==> src/rtl/bit_serial_addsub.sv <==
// ---------------------------------------------------------------------------
// bit_serial_addsub
//
// Two's-complement adder/subtractor built from one 1-bit full adder. The
// operands are loaded into shift registers and consumed LSB-first, one bit
// per clock, so an operation takes WIDTH cycles in RUN plus the load edge.
//
// Ports
//   clk       : clock, all state changes on the rising edge
//   rst_n     : asynchronous active-low reset
//   start     : begin a new operation (only looked at in IDLE or DONE)
//   sub       : 0 = a + b, 1 = a - b (sampled with start)
//   a, b      : WIDTH-bit two's-complement operands (sampled with start)
//   busy      : high for exactly the WIDTH RUN cycles
//   done      : one-cycle pulse on the first cycle in DONE
//   result    : a +/- b modulo 2^WIDTH, updated only on entry to DONE
//   cout      : final carry out (for subtract, 1 = no borrow)
//   overflow  : signed overflow of the last completed operation
// ---------------------------------------------------------------------------
module bit_serial_addsub #(
    parameter int WIDTH = 8
) (
    input  logic             clk,
    input  logic             rst_n,
    input  logic             start,
    input  logic             sub,
    input  logic [WIDTH-1:0] a,
    input  logic [WIDTH-1:0] b,
    output logic             busy,
    output logic             done,
    output logic [WIDTH-1:0] result,
    output logic             cout,
    output logic             overflow
);

    // Counter is wide enough to hold WIDTH, so it never wraps mid-operation.
    localparam int CNT_W = $clog2(WIDTH + 1);
    localparam logic [CNT_W-1:0] LAST_BIT = CNT_W'(WIDTH - 1);

    typedef enum logic [1:0] {
        IDLE = 2'd0,
        RUN  = 2'd1,
        DONE = 2'd2
    } state_t;

    state_t             state_q,    state_d;
    logic [WIDTH-1:0]   a_sr_q,     a_sr_d;
    logic [WIDTH-1:0]   b_sr_q,     b_sr_d;
    logic [WIDTH-1:0]   res_sr_q,   res_sr_d;
    logic               carry_q,    carry_d;
    logic [CNT_W-1:0]   cnt_q,      cnt_d;
    logic [WIDTH-1:0]   result_q,   result_d;
    logic               cout_q,     cout_d;
    logic               overflow_q, overflow_d;
    logic               busy_q,     busy_d;
    logic               done_q,     done_d;

    // The single full-adder stage: {fa_cout, fa_sum} = a + b + cin.
    logic fa_sum;
    logic fa_cout;

    always_comb begin
        fa_sum  = a_sr_q[0] ^ b_sr_q[0] ^ carry_q;
        fa_cout = (a_sr_q[0] & b_sr_q[0]) | (carry_q & (a_sr_q[0] ^ b_sr_q[0]));
    end

    // Next-state logic.
    always_comb begin
        // NOTE: every _d gets a default (hold) first so no path leaves a
        // signal unassigned, which would otherwise infer a latch.
        state_d    = state_q;
        a_sr_d     = a_sr_q;
        b_sr_d     = b_sr_q;
        res_sr_d   = res_sr_q;
        carry_d    = carry_q;
        cnt_d      = cnt_q;
        result_d   = result_q;
        cout_d     = cout_q;
        overflow_d = overflow_q;
        busy_d     = busy_q;
        done_d     = 1'b0;

        unique case (state_q)
            IDLE, DONE: begin
                busy_d = 1'b0;
                if (state_q == DONE) begin
                    state_d = IDLE;
                end
                if (start) begin
                    // Subtract is a + ~b + 1: invert B and seed the carry with 1.
                    a_sr_d  = a;
                    b_sr_d  = sub ? ~b : b;
                    carry_d = sub;
                    cnt_d   = '0;
                    state_d = RUN;
                    busy_d  = 1'b1;
                end
            end

            RUN: begin
                res_sr_d = {fa_sum, res_sr_q[WIDTH-1:1]};
                a_sr_d   = a_sr_q >> 1;
                b_sr_d   = b_sr_q >> 1;
                carry_d  = fa_cout;
                cnt_d    = cnt_q + CNT_W'(1);
                if (cnt_q == LAST_BIT) begin
                    // carry_q is the carry into the MSB, fa_cout the carry out.
                    state_d    = DONE;
                    result_d   = {fa_sum, res_sr_q[WIDTH-1:1]};
                    cout_d     = fa_cout;
                    overflow_d = carry_q ^ fa_cout;
                    busy_d     = 1'b0;
                    done_d     = 1'b1;
                end
            end

            default: begin
                state_d = IDLE;
                busy_d  = 1'b0;
            end
        endcase
    end

    always_ff @(posedge clk or negedge rst_n) begin
        if (!rst_n) begin
            state_q    <= IDLE;
            a_sr_q     <= '0;
            b_sr_q     <= '0;
            res_sr_q   <= '0;
            carry_q    <= 1'b0;
            cnt_q      <= '0;
            result_q   <= '0;
            cout_q     <= 1'b0;
            overflow_q <= 1'b0;
            busy_q     <= 1'b0;
            done_q     <= 1'b0;
        end else begin
            // NOTE: non-blocking assignments so every flop samples the values
            // from before this edge, independent of statement order.
            state_q    <= state_d;
            a_sr_q     <= a_sr_d;
            b_sr_q     <= b_sr_d;
            res_sr_q   <= res_sr_d;
            carry_q    <= carry_d;
            cnt_q      <= cnt_d;
            result_q   <= result_d;
            cout_q     <= cout_d;
            overflow_q <= overflow_d;
            busy_q     <= busy_d;
            done_q     <= done_d;
        end
    end

    assign busy     = busy_q;
    assign done     = done_q;
    assign result   = result_q;
    assign cout     = cout_q;
    assign overflow = overflow_q;

endmodule

==> config.mk <==
export PLATFORM = sky130hd
export DESIGN_NAME = bit_serial_addsub
export DESIGN_NICKNAME = d
export VERILOG_FILES = /design/src/rtl/bit_serial_addsub.sv
export SDC_FILE = /design/constraint.sdc
export NUM_CORES = 1
export LEC_CHECK = 0
export ABC_AREA = 1
export BUFFER_PORTS_ARGS = -buffer_cell sky130_fd_sc_hd__buf_2
export CAP_MARGIN = 20
export CORE_ASPECT_RATIO = 1.1
export CORE_MARGIN = 2
export CORE_UTILIZATION = 52
export CTS_BUF_LIST = sky130_fd_sc_hd__clkbuf_4 sky130_fd_sc_hd__clkbuf_8
export DETAILED_ROUTE_END_ITERATION = 10
export PLACE_DENSITY = 0.76
export RECOVER_POWER = 25
export SETUP_SLACK_MARGIN = 0.1
export SYNTH_ARGS = -nofsm -noshare
export SYNTH_HDL_FRONTEND = slang
export SYNTH_SLANG_ARGS = --single-unit
==> constraint.sdc <==
create_clock -name clk -period 1.4 [get_ports clk]
set_clock_uncertainty 0.15 [all_clocks]
set_input_delay 0.28 -clock clk [delete_from_list [all_inputs] [get_ports clk]]
set_output_delay 0.28 -clock clk [all_outputs]
set_load 0.03 [all_outputs]
---- Word-level counts from Yosys, hierarchy flattened ----
Cells that the tools add are included.
storage, ports and cells
  register bits after elaboration ......... 43
  bits in latches ......................... 0
  memory bits (writable) .................. 0
  bits in read-only memories .............. 0
  input bits .............................. 20
  output and inout port bits .............. 12
  logic and storage cells ................. 49
  memories kept ........................... 0
operators by class
  add/subtract/negate cells ............... 1
  $mul .................................... 0
  divide/modulo/power cells ............... 0
  order comparisons ....................... 0
  eq/ne operators ......................... 6
  shifts and indexed selects .............. 0
  muxes and demuxes ....................... 18
  bitwise operators ....................... 7
  reduce and logical (&&, ||, !) cells .... 6
operators with widths
  operator             number
  $pmux 8 s2           2
  $mux 8               3
  $not 8->8            1
  $pmux 4 s2           1
  $mux 2               3
  $reduce_and 2->1     3
  $mux 1               5
  $add 4x1->4 const B  1
  $eq 4x3->1 const B   1
  $mux 4               1
  $ne 2x2->1 const B   2
  $pmux 1 s2           2
  $pmux 2 s2           1
  $ne 3x3->1 const B   1
  $xor 1x1->1          3
  $and 1x1->1          2
  $eq 2x1->1 const B   1
  $eq 2x2->1 const B   1
  $logic_not 2->1      1
  $reduce_bool 2->1    1
  $reduce_or 2->1      1
  $or 1x1->1           1

---- Longest topological paths before layout ----
  depth in word-level cells ............... 4
  mapped depth ............................ 7
  mapped depth without buffers ............ 6

---- Least setup slack after synthesis ----
Ideal clock, no wire load.
  path type ............................... reg-to-reg
  start ................................... reg a_sr_q[0]
  end ..................................... reg overflow_q, in the netlist overflow
  setup time .............................. 0.117 ns
  data arrival time ....................... 1.105 ns
  data required time ...................... 1.133 ns
  setup slack ............................. 0.029 ns
  cell stages (with the launch flop) ...... 5
  buffers on the path ..................... 0
  period minus slack after synthesis ...... 1.371 ns
  cells stage by stage .................... dfrtp_1 -> fa_1 -> xor2_1 -> nand2_1 -> nand2_1
between the ends
  longest elaborated chain between the ends .. 4
  elaborated cells between the ends (all ways) .. 5
  those cells by class .................... bitwise: 5
RTL lines
  item                    line  text
  from (decl)             47    logic [WIDTH-1:0] a_sr_q, a_sr_d;
  from (signal assigned)  141   a_sr_q <= a_sr_d;
  $xor 1x1->1             64    fa_cout = (a_sr_q[0] & b_sr_q[0]) | (carry_q & (a_sr_q[0] ^ b_sr_q[0]));
  $and 1x1->1             64
  $or 1x1->1 *            64
  net fa_cout             60    logic fa_cout;
  $xor 1x1->1 *           111   overflow_d = carry_q ^ fa_cout;
  to (signal assigned)    148   overflow_q <= overflow_d;
  to (decl)               54    logic overflow_q, overflow_d;
Mark *: on every way through the listed nets, which the timed path passes. The rest lies on a longest branch.
A chain may end at the register's enable or synchronous reset.

---- Worst setup path after layout ----
  start ................................... reg cnt_q[0]
  end ..................................... reg overflow_q, in the netlist overflow
between the ends
  longest elaborated chain between the ends .. 2
RTL lines
  item                        line  text
  from (decl)                 51    logic [CNT_W-1:0] cnt_q, cnt_d;
  from (signal assigned)      145   cnt_q <= cnt_d;
  $eq 4x3->1                  106   if (cnt_q == LAST_BIT) begin
  $reduce_and 2->1 (no line)  -
No other way between the ends.

==> flow_summary.toml <==
[outcome]
outcome = "finished, violations left"
violations = "negative setup slack"

[timing]
post-route-worst-setup-slack_ns = -0.0308
setup_viol = 7
period_share_pct = 102
achievable_frequency_mhz = 699
fin_crit_ns = 1.43
slew_headroom_pct = 61.2
worstMarginPinSlew_ns = 0.582
rsz_0062_raised_after_global_routing = "true"
final_max_slew_viol_count = 0
hold_viol = 0

[clock_network]
insertion_delay_ns = 0.30
clk_path_buf_depth = 2
htreeDepth = 2
clock-sinks = 42
tritoncts = "built"
cts_bufs_inserted = 5
clkSlewWorstSetupHoldPaths_ns = 0.07
clockRootBuffer = "sky130_fd_sc_hd__clkbuf_8"

[pwr]
p_switching_uw = 2890
power.density_cell_area_nw_per_um2 = 2490
ir_drop_mv = 1.28
p_seq_share_pct = 31.6
power_frac_comb_pct = 54.6
power_uw = 7060
switching_part_of_the_total_power_pct = 41.0
power.clock.fraction_pct = 13.8
cellLeakagePower_uw = 0.00155
intPower_uw = 4170

[setup_path]
cp_num_cells = 7
crit_arrival_ns = 1.47
worstPathRequired_ns = 1.44
crit_chain = "ha_4 > buf_6 > nand2_4 > nor2_4 > nand2_4 > nand2_1 > nand2_1"
setup.worst_path.start_class = "register"
peak_per_stage_delay_on_the_critical_path_ns = 0.43
crit_slowest_cell = "sky130_fd_sc_hd__dfrtp_1"
cp_num_buf_inv = 1
cp_top_family = "simple AND/OR/NAND/NOR gates"
worst-r2r-cell-count = 7
critical_path.endpoint_type = "register"
critical_path_peak_fanout = 5
worstSetupPathType = "register to register"

[placed_design]
placedInstanceArea_sq_um = 2210
port-buffer-count = 31
placed_instances = 325
dp.final_hpwl_mm = 2.53
gp_routability_congestion = 0.810

[floorplanning]
placeable_core_region_sq_um = 3570
rows = 23
initial_utilization_pct = 53.4
ioPinCount = 32
die_height_um = 67.5
dieWidth_um = 61.7
floorplan.die_area_sq_um = 4170

[cells_and_area]
final_design_area_no_fill_sq_um = 2840
layout-drive-gt1-share_pct = 41.9
layout.core_utilization_pct = 79.6
mostFrequentLayoutCells = "sky130_fd_sc_hd__nand2_1, sky130_fd_sc_hd__dfrtp_1, sky130_fd_sc_hd__buf_2, sky130_fd_sc_hd__buf_4"
syn_to_final_growth_pct = 49.0
layout_commonest_cell = "sky130_fd_sc_hd__nand2_1"
finalNetCount = 323
layout.cells.non_filler = 351
antennaDiodeCount = 0

[global_routing]
global_route_wire_length_before_repair_mm = 6.77
grt.overflow.total = 0
grt_pass1_vias = 1602
grt_max_degree = 43
gr-usage-all-layers_pct = 22.2
antenna_violations_before_repair = 0

[drt]
first_pass_iters = 4
ant_nets = 0
drt_drc_violations_left = 0
route.vias.total = 1725
routed_wl_mm = 4.86
wl_per_cell_um = 13.8
initialDrtViolationCount = 84
drt-vias-per-instance = 4.91

[yosys]
syn-instance-count = 237
synth_seq_area_share_pct = 55.1
synthesis.yosys.warnings = 0
post_synth_num_cell_types = 18
synth_fp_nets = 259
synth.cell_area_sq_um = 1910
register_bit_count_reported_by_yosys = 42
synthesis.area_per_instance_sq_um = 8.05

[min_path]
min_delay_path_depth = 3
hold_path.class = "input pin to register"

[run]
max_cap_violations = 0
## path summary, 6_finish.rpt
| path | start | to | slack [ns] |
|---|---|---|---|
| max in group asynchronous | rst_n | b_sr_q[1]$_DFFE_PN0P_ | 0.23 |
| min in group asynchronous | rst_n | result[1]$_DFFE_PN0P_ | 0.48 |
| worst min-delay path | a[7] | a_sr_q[7]$_DFFE_PN0P_ | 0.03 |
| worst max register to register | cnt_q[0]$_DFFE_PN0P_ | overflow$_DFFE_PN0P_ | -0.03 |
| worst max-delay path | cnt_q[0]$_DFFE_PN0P_ | overflow$_DFFE_PN0P_ | -0.03 |
| worst min register to register | res_sr_q[7]$_DFFE_PN0P_ | result[6]$_DFFE_PN0P_ | 0.33 |
## power by group through the flow
stage	Clock, uW	Sequential, uW	Combinational [uW]
2_1_floorplan	0	2400	1320
3_3_place_gp	0	2080	2330
3_5_place_dp	0	2110	2390
4_1_cts	993	2090	2740
5_1_grt	1030	2300	4170
6_report	974	2240	3850
## per-layer routing
layer  GRT usage, %  vias up  part of all wire (%)
met5              0        -                     0
met4           8.51        0                   2.9
met3           5.75       14                   3.3
met2           39.7       45                    54
met1           24.7      810                    40
li1               -      856                     -
## sequential cells by signal (all words and copies together), names as in the netlist, 2 cells and up
register and count:
b_sr_q 8, a_sr_q 8, cnt_q 4, result 8, res_sr_q 7, state_q 2
## Yosys cell counts
cell type                 number  share of area [%]
sky130_fd_sc_hd__nand2_1     115                 23
sky130_fd_sc_hd__dfrtp_1      42                 55
sky130_fd_sc_hd__nand3_1      21                5.5
sky130_fd_sc_hd__nor2_1       15                3.0
sky130_fd_sc_hd__inv_1        14                2.8
sky130_fd_sc_hd__o21ai_0       7                1.8
sky130_fd_sc_hd__buf_2         4                1.0
sky130_fd_sc_hd__nand2_2       3               0.98
sky130_fd_sc_hd__or2_2         3               0.98
sky130_fd_sc_hd__buf_4         2               0.79
sky130_fd_sc_hd__buf_6         2                1.2
sky130_fd_sc_hd__inv_2         2               0.39
sky130_fd_sc_hd__xor2_1        2               0.92
sky130_fd_sc_hd__a21oi_1       1               0.26
sky130_fd_sc_hd__fa_1          1                1.0
sky130_fd_sc_hd__ha_1          1               0.66
sky130_fd_sc_hd__nand4_1       1               0.33
sky130_fd_sc_hd__nor2_4        1               0.59
## layout make-up
class,count,area (sq um)
fillers,232,727
well taps,50,62.6
clock buffers,6,82.6
flip-flops and latches,42,1050
inverters,16,62.6
multi-input cells,172,980
clock inverters,1,30.0
repair buffers,64,573
## worst register-to-register path, stage by stage (launching register included)
cell	delay [ns]
sky130_fd_sc_hd__dfrtp_1	0.43
sky130_fd_sc_hd__ha_4	0.18
sky130_fd_sc_hd__buf_6	0.10
sky130_fd_sc_hd__nand2_4	0.05
sky130_fd_sc_hd__nor2_4	0.16
sky130_fd_sc_hd__nand2_4	0.11
sky130_fd_sc_hd__nand2_1	0.09
sky130_fd_sc_hd__nand2_1	0.05
## timing repair
action,CTS,global route
pin swaps,9,27
resized for setup,16,93
setup buffers,6,9
hold endpoints to repair,42,0
gates cloned,1,2
hold buffers,1,0
endpoints found under the setup margin,25,46
## through the flow
stage | hold slack [ns] | TNS (ns) | setup slack [ns]
floorplan | -0.166 | 0 | 0.112
CTS | 0.0258 | 0 | 0.0440
finish | 0.0335 | -0.0838 | -0.0308
global placement | 0.117 | -1.38 | -0.140
global route | 0.0555 | -0.365 | -0.0745
detailed placement | 0.122 | -2.10 | -0.212
## logic make-up after synthesis
kind of cell | after synthesis | synth area share [%]
compound gates | 8 | 2.10
fa+ha+maj | 2 | 1.71
xor+xnor | 2 | 0.919
simple gates | 159 | 34.0
buf+inv | 24 | 6.17
flops | 42 | 55.1
Note: power is estimated with default switching activity, not from simulation.
